File: src/rtl/gb_cpu_interrupt_controller.sv
// Game Boy CPU interrupt controller: IE/IF registers, IME, and IDLE->QUEUED->SERVICE dispatch.
// Optional GB_CPU_EI_DELAY_EN delays IME set after EI by one instruction.
module gb_cpu_interrupt_controller (
    input  logic       clk,
    input  logic       reset,
    input  logic [4:0] irq_i,
    input  logic       ie_wren,
    input  logic       if_wren,
    input  logic [7:0] reg_wdata,
    input  logic       enable_interrupts,
    input  logic       disable_interrupts,
    input  logic       instr_boundary,
    input  logic       write_interrupt_vector,
    input  logic       clear_interrupt_flag,
    output logic       interrupt_queued,
    output logic [7:0] int_vector,
    output logic [7:0] ie_o,
    output logic [7:0] if_o,
    output logic       ime_o,
    output logic       wake_o
);

    typedef enum logic [1:0] {IDLE, QUEUED, SERVICE} state_t;

    state_t     state_q, state_d;
    logic [4:0] irq_prev_q, irq_prev_d;
    logic [7:0] ie_q, ie_d;
    logic [4:0] if_q, if_d;
    logic       ime_q, ime_d;
    logic       queued_q, queued_d;
    logic [7:0] vec_q, vec_d;
    logic [2:0] idx_q, idx_d;
    logic       idx_vld_q, idx_vld_d;
`ifdef GB_CPU_EI_DELAY_EN
    logic       ei_pend_q, ei_pend_d;
`endif

    logic [4:0] pending;
    logic [2:0] low_idx;
    logic       ack;

    assign pending = ie_q[4:0] & if_q[4:0];
    assign ack     = (state_q == SERVICE) && clear_interrupt_flag;

    always_comb begin
        low_idx = 3'd0;
        for (int i = 4; i >= 0; i--)
            if (pending[i]) low_idx = 3'(i);
    end

    always_comb begin
        irq_prev_d = irq_i;
        ie_d       = ie_wren ? reg_wdata : ie_q;

        // Software/ack clears first, then hardware edges so a new request always wins.
        if_d = if_wren ? reg_wdata[4:0] : if_q;
        if (ack && idx_vld_q) if_d[idx_q] = 1'b0;
        if_d = if_d | (irq_i & ~irq_prev_q);

        ime_d = ime_q;
`ifdef GB_CPU_EI_DELAY_EN
        ei_pend_d = ei_pend_q;
        if (ei_pend_q && instr_boundary) begin
            ime_d     = 1'b1;
            ei_pend_d = 1'b0;
        end
        if (enable_interrupts) ei_pend_d = 1'b1;
`else
        if (enable_interrupts) ime_d = 1'b1;
`endif
        if (ack) ime_d = 1'b0;
        if (disable_interrupts) begin
            ime_d = 1'b0;
`ifdef GB_CPU_EI_DELAY_EN
            ei_pend_d = 1'b0;
`endif
        end

        state_d   = state_q;
        queued_d  = queued_q;
        vec_d     = vec_q;
        idx_d     = idx_q;
        idx_vld_d = idx_vld_q;
        case (state_q)
            IDLE: if (instr_boundary && ime_q && (|pending)) begin
                state_d  = QUEUED;
                queued_d = 1'b1;
            end
            QUEUED: if (write_interrupt_vector) begin
                state_d   = SERVICE;
                idx_d     = low_idx;
                idx_vld_d = |pending;
                vec_d     = (|pending) ? (8'h40 + {2'b00, low_idx, 3'b000}) : 8'h00;
            end
            SERVICE: if (clear_interrupt_flag) begin
                state_d  = IDLE;
                queued_d = 1'b0;
            end
            default: state_d = IDLE;
        endcase
    end

    always_ff @(posedge clk or posedge reset) begin
        if (reset) begin
            state_q    <= IDLE;
            irq_prev_q <= 5'd0;
            ie_q       <= 8'h00;
            if_q       <= 5'd0;
            ime_q      <= 1'b0;
            queued_q   <= 1'b0;
            vec_q      <= 8'h00;
            idx_q      <= 3'd0;
            idx_vld_q  <= 1'b0;
`ifdef GB_CPU_EI_DELAY_EN
            ei_pend_q  <= 1'b0;
`endif
        end else begin
            state_q    <= state_d;
            irq_prev_q <= irq_prev_d;
            ie_q       <= ie_d;
            if_q       <= if_d;
            ime_q      <= ime_d;
            queued_q   <= queued_d;
            vec_q      <= vec_d;
            idx_q      <= idx_d;
            idx_vld_q  <= idx_vld_d;
`ifdef GB_CPU_EI_DELAY_EN
            ei_pend_q  <= ei_pend_d;
`endif
        end
    end

    assign interrupt_queued = queued_q;
    assign int_vector       = vec_q;
    assign ie_o             = ie_q;
    assign if_o             = {3'b111, if_q};
    assign ime_o            = ime_q;
    assign wake_o           = |pending;

endmodule

File: config.mk
export PLATFORM = sky130hd
export DESIGN_NAME = gb_cpu_interrupt_controller
export DESIGN_NICKNAME = d
export VERILOG_FILES = /design/src/rtl/gb_cpu_interrupt_controller.sv
export SDC_FILE = /design/constraint.sdc
export NUM_CORES = 1
export LEC_CHECK = 0
export BUFFER_PORTS_ARGS = -buffer_cell sky130_fd_sc_hd__buf_2
export CORE_MARGIN = 1
export CORE_UTILIZATION = 48
export DETAILED_ROUTE_END_ITERATION = 8
export PLACE_DENSITY = 0.86
export SLEW_MARGIN = 20
export SYNTH_ARGS = -nofsm -noshare
export SYNTH_HDL_FRONTEND = slang
export SYNTH_SLANG_ARGS = --single-unit
File: constraint.sdc
create_clock -name clk -period 1.77 [get_ports clk]
set_clock_uncertainty 0.2 [all_clocks]
set_input_delay 0 -clock clk [delete_from_list [all_inputs] [get_ports clk]]
set_output_delay 0 -clock clk [all_outputs]
set_load 0.02 [all_outputs]
# --- Word-level counts from Yosys, hierarchy flattened ---
# Cells that the tools add are included.
totals:
  register_bits: 34
  inputBits: 22
  out_inout_bits: 27
classes:
  addsub: 1
  n_lt_le_gt_ge: 2
  eq_ne: 5
  muxes: 20
  bitwise: 6
  n_reduce_logical: 12
op_table:
  columns: ["cell", "n"]
  rows:
  - ["5-bit AND", 3]
  - ["3-bit two-way mux", 5]
  - ["5-bit two-way mux", 2]
  - ["5-bit NOT", 2]
  - ["7-bit by 6-bit adder with 8-bit output (first input constant)", 1]
  - ["8-bit two-way mux", 1]
  - ["1-bit two-way mux", 6]
  - ["2-bit two-way mux", 3]
  - ["2-bit inequality test (second input constant)", 3]
  - ["2-bit case mux with 3 select lines", 1]
  - ["3-bit AND reduction", 2]
  - ["1-bit logical AND", 5]
  - ["5-bit OR", 1]
  - ["5-bit OR reduction", 1]
  - ["3-bit by 4-bit < comparator with 1-bit output (second input constant)", 1]
  - ["1-bit demux with 3-bit select", 1]
  - ["3-bit by 1-bit greater-or-equal comparator with 1-bit output (second input constant)", 1]
  - ["3-bit nonzero test", 1]
  - ["2-bit by 1-bit equality test with 1-bit output (second input constant)", 1]
  - ["2-bit equality test (second input constant)", 1]
  - ["2-bit zero test", 1]
  - ["1-bit case mux with 2 select lines", 1]
  - ["2-bit AND reduction", 1]
  - ["2-bit nonzero test", 1]

# --- Depth between registers and ports, before layout ---
# Gate-level depths: netlist of the first run.
depth:
  depth_word: 8
  ltp_mapped: 4
  mapped_depth_nobuf: 3

# --- Least setup slack after synthesis of the first run ---
# OpenSTA, ideal clock, no wires.
synth_path:
  kind: "register to register"
  from: "register ie_q[1], in the netlist ie_o[1]"
  to: "register vec_q[4], in the netlist int_vector[4]"
  t_arrival_ps: 1166
  t_required_ps: 1505
  setup_slack_ps: 339
  stages_incl_launch_ff: 4
  n_path_buf: 0
  period_less_slack_ps: 1431
  cell_sequence: "dfrtp_1 > a22o_1 > or3b_1 > nand2_1"
synth_via:
  elab_chain_len: 5
  word_cells_on_any_way: 6
synth_lines:
  columns: ["element", "line_no", "text"]
  rows:
  - ["start, declared", "27", "logic [7:0] ie_q, ie_d;"]
  - ["start signal, assigned", "120", "ie_q <= ie_d;"]
  - ["5-bit AND *", "42", "assign pending = ie_q[4:0] & if_q[4:0];"]
  - ["3-bit two-way mux (2 in series)", "48", "if (pending[i]) low_idx = 3'(i);"]
  - ["7-bit by 6-bit adder with 8-bit output", "93", "vec_d = (|pending) ? (8'h40 + {2'b00, low_idx, 3'b000}) : 8'h00;"]
  - ["8-bit two-way mux *", "93", null]
  - ["end signal, assigned", "124", "vec_q <= vec_d;"]
  - ["end, declared", "31", "logic [7:0] vec_q, vec_d;"]
# Mark *: on every way between the ends. The rest lies on a longest branch, timed or not.
# A chain may end at the register's enable or synchronous reset.

# --- Worst setup path in the final report of the first run ---
layout_path:
  from: "register if_q[1]"
  to: "output port wake_o"
layout_via:
  elab_chain_len: 2
layout_lines:
  columns: ["element", "line_no", "text"]
  rows:
  - ["start, declared", "28", "logic [4:0] if_q, if_d;"]
  - ["start signal, assigned", "121", "if_q <= if_d;"]
  - ["5-bit AND", "42", null]
  - ["5-bit OR reduction", "138", "assign wake_o = |pending;"]
  - ["end, declared", "20", "output logic wake_o"]
# Every way passes these cells.

==> impl_metrics.tcl, run 1 <==
set metrics [dict create \
    status "finished clean" \
    ys_ff_latch 29 \
    avgSynthCellArea_sq_um 11.6 \
    wl_per_cell_um 14.7 \
    async_flop_share 1.00 \
    critPathMaxFanout 4 \
    setup_violations 0 \
    final_area_sq_um 1860 \
    fin_nets 207 \
    netlist.area_leader.share 0.561 \
    p_leak_nw 0.958 \
    p_sw_uw 656 \
    synth_edf_count 0 \
    antenna_left 0 \
    cp.required_ns 1.57 \
    timing.final.ws_setup_ns 0.0615 \
    p_seq_frac 0.473 \
    reg2reg_depth 3 \
    layout_commonest_cell "buf_2" \
    postSynthCellCount 111 \
    drtIter0Drc 27 \
    crit_arrival_ns 1.51 \
    finalHoldViolCount 0 \
    gp_congestion 0.781 \
    switching_share 0.344 \
    critPathLaunchType "flop" \
    p_clk_frac 0.238 \
    grt.total_usage 0.262 \
    grt_pass1_vias 1141 \
    syn_area_sq_um 1290 \
    hold_path.class "in2async" \
    start_util 0.517 \
    first_pass_iters 4 \
    die_x_um 53.9 \
    yosysUniqueCellTypes 26 \
    grt_pass1_wl_um 5070 \
    dp_slack_ns 0.320 \
    fp.coreArea_sq_um 2500 \
    nFillCells 162 \
    period_minus_slack_ns 1.71 \
    via_count 1138 \
    final_cell_mix "buf_2 (41), dlygate4sd3_1 (28), dfrtp_1 (28), nand2_1 (13), inv_1 (9)" \
    grt_start_max_net_pins 30 \
    htree_num_levels 2 \
    antenna_found_initial 0 \
    ir_drop_mv 0.791 \
    crit_type "reg2out" \
    viasPerCell 5.27 \
    cts.path.max_buffers 2 \
    ff2ff_setup_slack_ns 0.10 \
    rsz0062_at_grt "yes" \
    cts-buffers-inserted 5 \
    rows 18 \
    p_int_mw 1.25 \
    pin_count 49 \
    fp.dieH_um 53.9 \
    path_clk_slew_ns 0.09 \
    max_freq_ghz 0.585 \
    dp_hpwl_um 1950 \
    finalCritPeriodShare 0.965 \
    synth_top_area_cell "dfrtp_1" \
    synth_ff_type "dfrtp_1" \
    syn2layout_area_growth_pct 43.6 \
    timing.rr.end "ie_o[1]" \
    cts_sinks 29 \
    comb_power_share 0.288 \
    regArea_sq_um 727 \
    dieArea_sq_um 2900 \
    p_per_area_nw_per_um2 1030 \
    dpl_cell_area_sq_um 1480 \
    drv_cap 0 \
    drive_gt1_frac 0.360 \
    yosysWarningCount 0 \
    final_max_slew_viol_count 0 \
    portBuffers 41 \
    multi_input_area_sq_um 472 \
    diodes 0 \
    clock_latency_ns 0.33 \
    end_kind "primary output" \
    grt-ovfl-total 0 \
    cts_tree "built" \
    drc 0 \
    r2r-start "ie_o[1]" \
    synth_area_leaders "dfrtp_1 (56%), mux2_2 (7.0%), buf_4 (4.6%)" \
    ys_seq_area_frac 0.561 \
    routed_wl_um 3180 \
    clockRootBuffer "clkbuf_4" \
]
sequential cells by signal, indices dropped and copies added (netlist names):
register	cells
ime_o	1
idx_q	3
if_q	5
state_q	2
interrupt_queued	1
irq_prev_q	5
ie_o	8
int_vector	4
routing by layer:
layer / wire length (um) / vias up / GRT usage
met3: 216 / 17 / 0.0847
met4: 109 / 0 / 0.158
met5: 0 / - / 0
met1: 1280 / 549 / 0.309
met2: 1570 / 56 / 0.414
li1: - / 516 / -
area by class of cell:
class	count	area share
Inverter	9	0.0182
Clock inverter	1	0.00270
Timing Repair Buffer	73	0.278
Tap cell	30	0.0202
Sequential cell	29	0.392
Multi-Input combinational cell	67	0.254
Clock buffer	7	0.0351
Yosys cell counts, types with 2 or more instances:
cell type and n:
nand2b_1 2, nand2_1 13, o21ai_0 4, nor3_1 2
mux2i_1 5, inv_1 9, buf_4 8, conb_1 2
nor4_1 3, dfrtp_1 29, a21o_1 3, a22o_1 2
nand3b_4 2, nor2_1 3, o21ai_1 2, mux2_2 8
o22ai_1 5
critical path, stage by stage, from the launching register on:
cell and delay, ns:
dfrtp_1 0.42, a22o_1 0.27, nor3b_2 0.25, inv_1 0.06
buf_2 0.16
worst max path at each step:
stage	end	cells past startpoint	start
after floorplan	int_vector[4]	3	ie_o[1]
after global placement	state_q[0]	3	if_q[2]
after detailed placement	state_q[0]	3	if_q[2]
after CTS	wake_o	4	ie_o[1]
after global routing	wake_o	4	if_q[1]
final	wake_o	4	if_q[1]
timing repair:
| item | 4_1_cts | 5_1_grt |
|---|---|---|
| hold endpoints to repair | 58 | 0 |
| setup buffers | 1 | 2 |
| pin swaps | 1 | 3 |
| hold buffers | 28 | 0 |
| endpoints found under the setup margin | 1 | 2 |
| gates resized for setup | 0 | 1 |
per-stage QoR:
stage	cells	setup TNS (ns)	power [mW]	hold WS (ns)	utilization
after floorplan	116	0	1.23	-0.169	-
after CTS	214	0	1.90	0.0585	0.736
after detailed placement	177	0	1.38	-0.117	0.593
after global placement	177	0	1.35	-0.125	0.593
after global routing	216	-0.00195	2.02	0.121	0.742
final	216	0	1.91	0.104	0.742
power groups by stage:
stage | Sequential (mW) | Combinational [mW] | Clock, mW
CTS | 0.898 | 0.534 | 0.468
global placement | 0.904 | 0.449 | 0
detailed placement | 0.909 | 0.468 | 0
floorplan | 0.973 | 0.258 | 0
finish | 0.902 | 0.550 | 0.455
global route | 0.920 | 0.602 | 0.502
cell families after synthesis:
| logic type | count (synthesis) | share of synthesized area |
|---|---|---|
| mux | 13 | 0.108 |
| flops | 29 | 0.561 |
| other cells | 2 | 0.00581 |
| compound gates | 17 | 0.0852 |
| simple gates | 30 | 0.151 |
| buf+inv | 20 | 0.0881 |
Note: power is estimated with default switching activity, not from simulation.
==> run 2: changes to the inputs <==
Settings changed: ABC_AREA set to 1, SKIP_LAST_GASP set to 1, TNS_END_PERCENT set to 20.
==> run 2 against run 1 <==
Compared with the run above: sequential share of layout area down 0.34 points; clock power up 2%; sequential cell count unchanged; maximum frequency down 0.61%; worst setup slack worse by 0.011 ns; largest power group unchanged; critical endpoint is now state_q[1]; largest cell class unchanged.
==> impl_metrics.tcl, run 2 <==
set metrics [dict create \
    pin_count 49 \
    synth_commonest_cells "nand2_1 (39), dfrtp_1 (29), inv_1 (17)" \
    cp.required_ns 1.83 \
    ir_drop_mv 0.924 \
    clock_latency_ns 0.32 \
    final_area_sq_um 1870 \
    avgSynthCellArea_sq_um 9.36 \
    synth_ff_type "dfrtp_1" \
    r2r-start "state_q[1]" \
    utilization 0.742 \
    die_x_um 54.1 \
    rows 18 \
    async_flop_share 1.00 \
    antenna_left 0 \
    finalSetupTns_ns 0 \
    largest_reg_flops 8 \
    grt.total_usage 0.287 \
    rsz0062_at_grt "no" \
    path_clk_slew_ns 0.10 \
    htree_num_levels 2 \
    cts.path.max_buffers 2 \
    portBuffers 41 \
    end_kind "flop" \
    fp.coreArea_sq_um 2520 \
    drv_cap 0 \
    layout_commonest_cell "buf_2" \
    critPathMaxFanout 8 \
    dpl_cell_area_sq_um 1500 \
    grt-ovfl-total 0 \
    synth_area_leaders "dfrtp_1 (56%), nand2_1 (11%), mux2_2 (6.9%)" \
    reg2reg_depth 4 \
    drc 0 \
    synth_edf_count 0 \
    total_power_mw 1.94 \
    finalHoldViolCount 0 \
    cts_sinks 29 \
    ys_seq_area_frac 0.558 \
    grt_start_max_net_pins 30 \
    crit_slowest_cell "dlygate4sd3_1" \
    fin_cells 244 \
    first_pass_iters 4 \
    clockRootBuffer "clkbuf_4" \
    yosysUniqueCellTypes 20 \
    grt_pass1_vias 1198 \
    finalCritPeriodShare 0.971 \
    hold_path.class "in2async" \
    p_per_area_nw_per_um2 1030 \
    fin_nets 235 \
    crit_type "reg2reg" \
    critPathLaunchType "flop" \
    setup_violations 0 \
    timing.rr.end "state_q[1]" \
    final_cell_mix "buf_2 (41), nand2_1 (39), dlygate4sd3_1 (30), dfrtp_1 (28), inv_1 (17)" \
    status "finished clean" \
    antenna_found_initial 0 \
    ff2ff_setup_slack_ns 0.05 \
    viasPerCell 5.09 \
    fp.dieH_um 54.1 \
    final_max_slew_viol_count 0 \
    ys_ff_latch 29 \
    dp_hpwl_um 2130 \
    slowest_delay_ns 0.60 \
    dieArea_sq_um 2920 \
    syn_area_sq_um 1300 \
    p_leak_nw 0.983 \
    via_count 1241 \
    period_minus_slack_ns 1.72 \
    routed_wl_um 3410 \
    cts-buffers-inserted 5 \
    diodes 0 \
    syn2layout_area_growth_pct 43.8 \
    wl_per_cell_um 14.0 \
    netlist.area_leader.share 0.558 \
    drtIter0Drc 42 \
    yosysMostFrequentCell "nand2_1" \
    gp_congestion 0.839 \
    synth_top_area_cell "dfrtp_1" \
    drive_gt1_frac 0.299 \
    grt_pass1_wl_um 5660 \
    postSynthCellCount 139 \
    crit_arrival_ns 1.78 \
    max_freq_ghz 0.582 \
    crit_chain "inv_1, nand3_4, o31ai_1, dlygate4sd3_1" \
    yosysWarningCount 0 \
    dp_cells 206 \
    cts_tree "built" \
    start_util 0.516 \
]
-- run 2: where the power goes --
group | switching, mW | leakage (nW) | total, mW | internal [mW]
combinational | 0.356 | 0.595 | 0.586 | 0.230
sequential | 0.100 | 0.347 | 0.889 | 0.789
clock | 0.232 | 0.0413 | 0.462 | 0.230
-- run 2: how the worst max path moves through the flow --
stage | from | to | cells after the start
detailed placement | state_q[0] | if_q[1] | 4
global placement | if_q[0] | wake_o | 4
global route | state_q[1] | state_q[1] | 4
CTS | state_q[0] | ime_o | 4
finish | state_q[1] | state_q[1] | 4
floorplan | ie_o[0] | interrupt_queued | 4
-- run 2: timing repair --
| item | in CTS | in global routing |
|---|---|---|
| hold endpoints to repair | 58 | 0 |
| hold buffers | 30 | 0 |
| buffers inserted | 0 | 0 |
| endpoints found under the setup margin | 0 | 1 |
| gates resized for setup | 0 | 1 |
-- run 2: cell type report --
type,instances,area (sq um)
clock buffers,7,65.1
clock inverters,1,5.00
fillers,169,651
inverters,18,67.6
multi-input cells,87,457
flip-flops and latches,29,727
well taps,30,37.5
repair buffers,72,513
-- run 2: metrics by stage --
| step | hold slack, ns | worst slack (ns) |
|---|---|---|
| 2_1_floorplan | -0.169 | 0.518 |
| 3_3_place_gp | -0.124 | 0.502 |
| 3_5_place_dp | -0.119 | 0.407 |
| 4_1_cts | 0.0753 | 0.0931 |
| 5_1_grt | 0.102 | 0.0160 |
| 6_report | 0.0693 | 0.0510 |
-- run 2: logic make-up (layout without fill, tap and decap cells) --
group,Yosys count,after routing,synth area share
AOI/OAI and AO/OA,15,15,0.0596
buffers and inverters,28,98,0.106
DFF,29,29,0.558
muxes,8,8,0.0692
other,2,7,0.00577
and+or+nand+nor,57,57,0.202
-- run 2: worst max-delay path, delay by kind of cell (launching register included) --
| kind | cells | cell delay, ns |
|---|---|---|
| compound gates | 1 | 0.12 |
| buf+inv | 2 | 0.75 |
| flops | 1 | 0.43 |
| simple gates | 1 | 0.15 |
-- run 2: routing by layer --
layer | wire [um] | track usage | vias to the layer above
met1 | 1370 | 0.369 | 596
li1 | - | - | 569
met5 | 0 | 0 | -
met2 | 1740 | 0.461 | 66
met4 | 66 | 0.0855 | 0
met3 | 232 | 0.0932 | 10
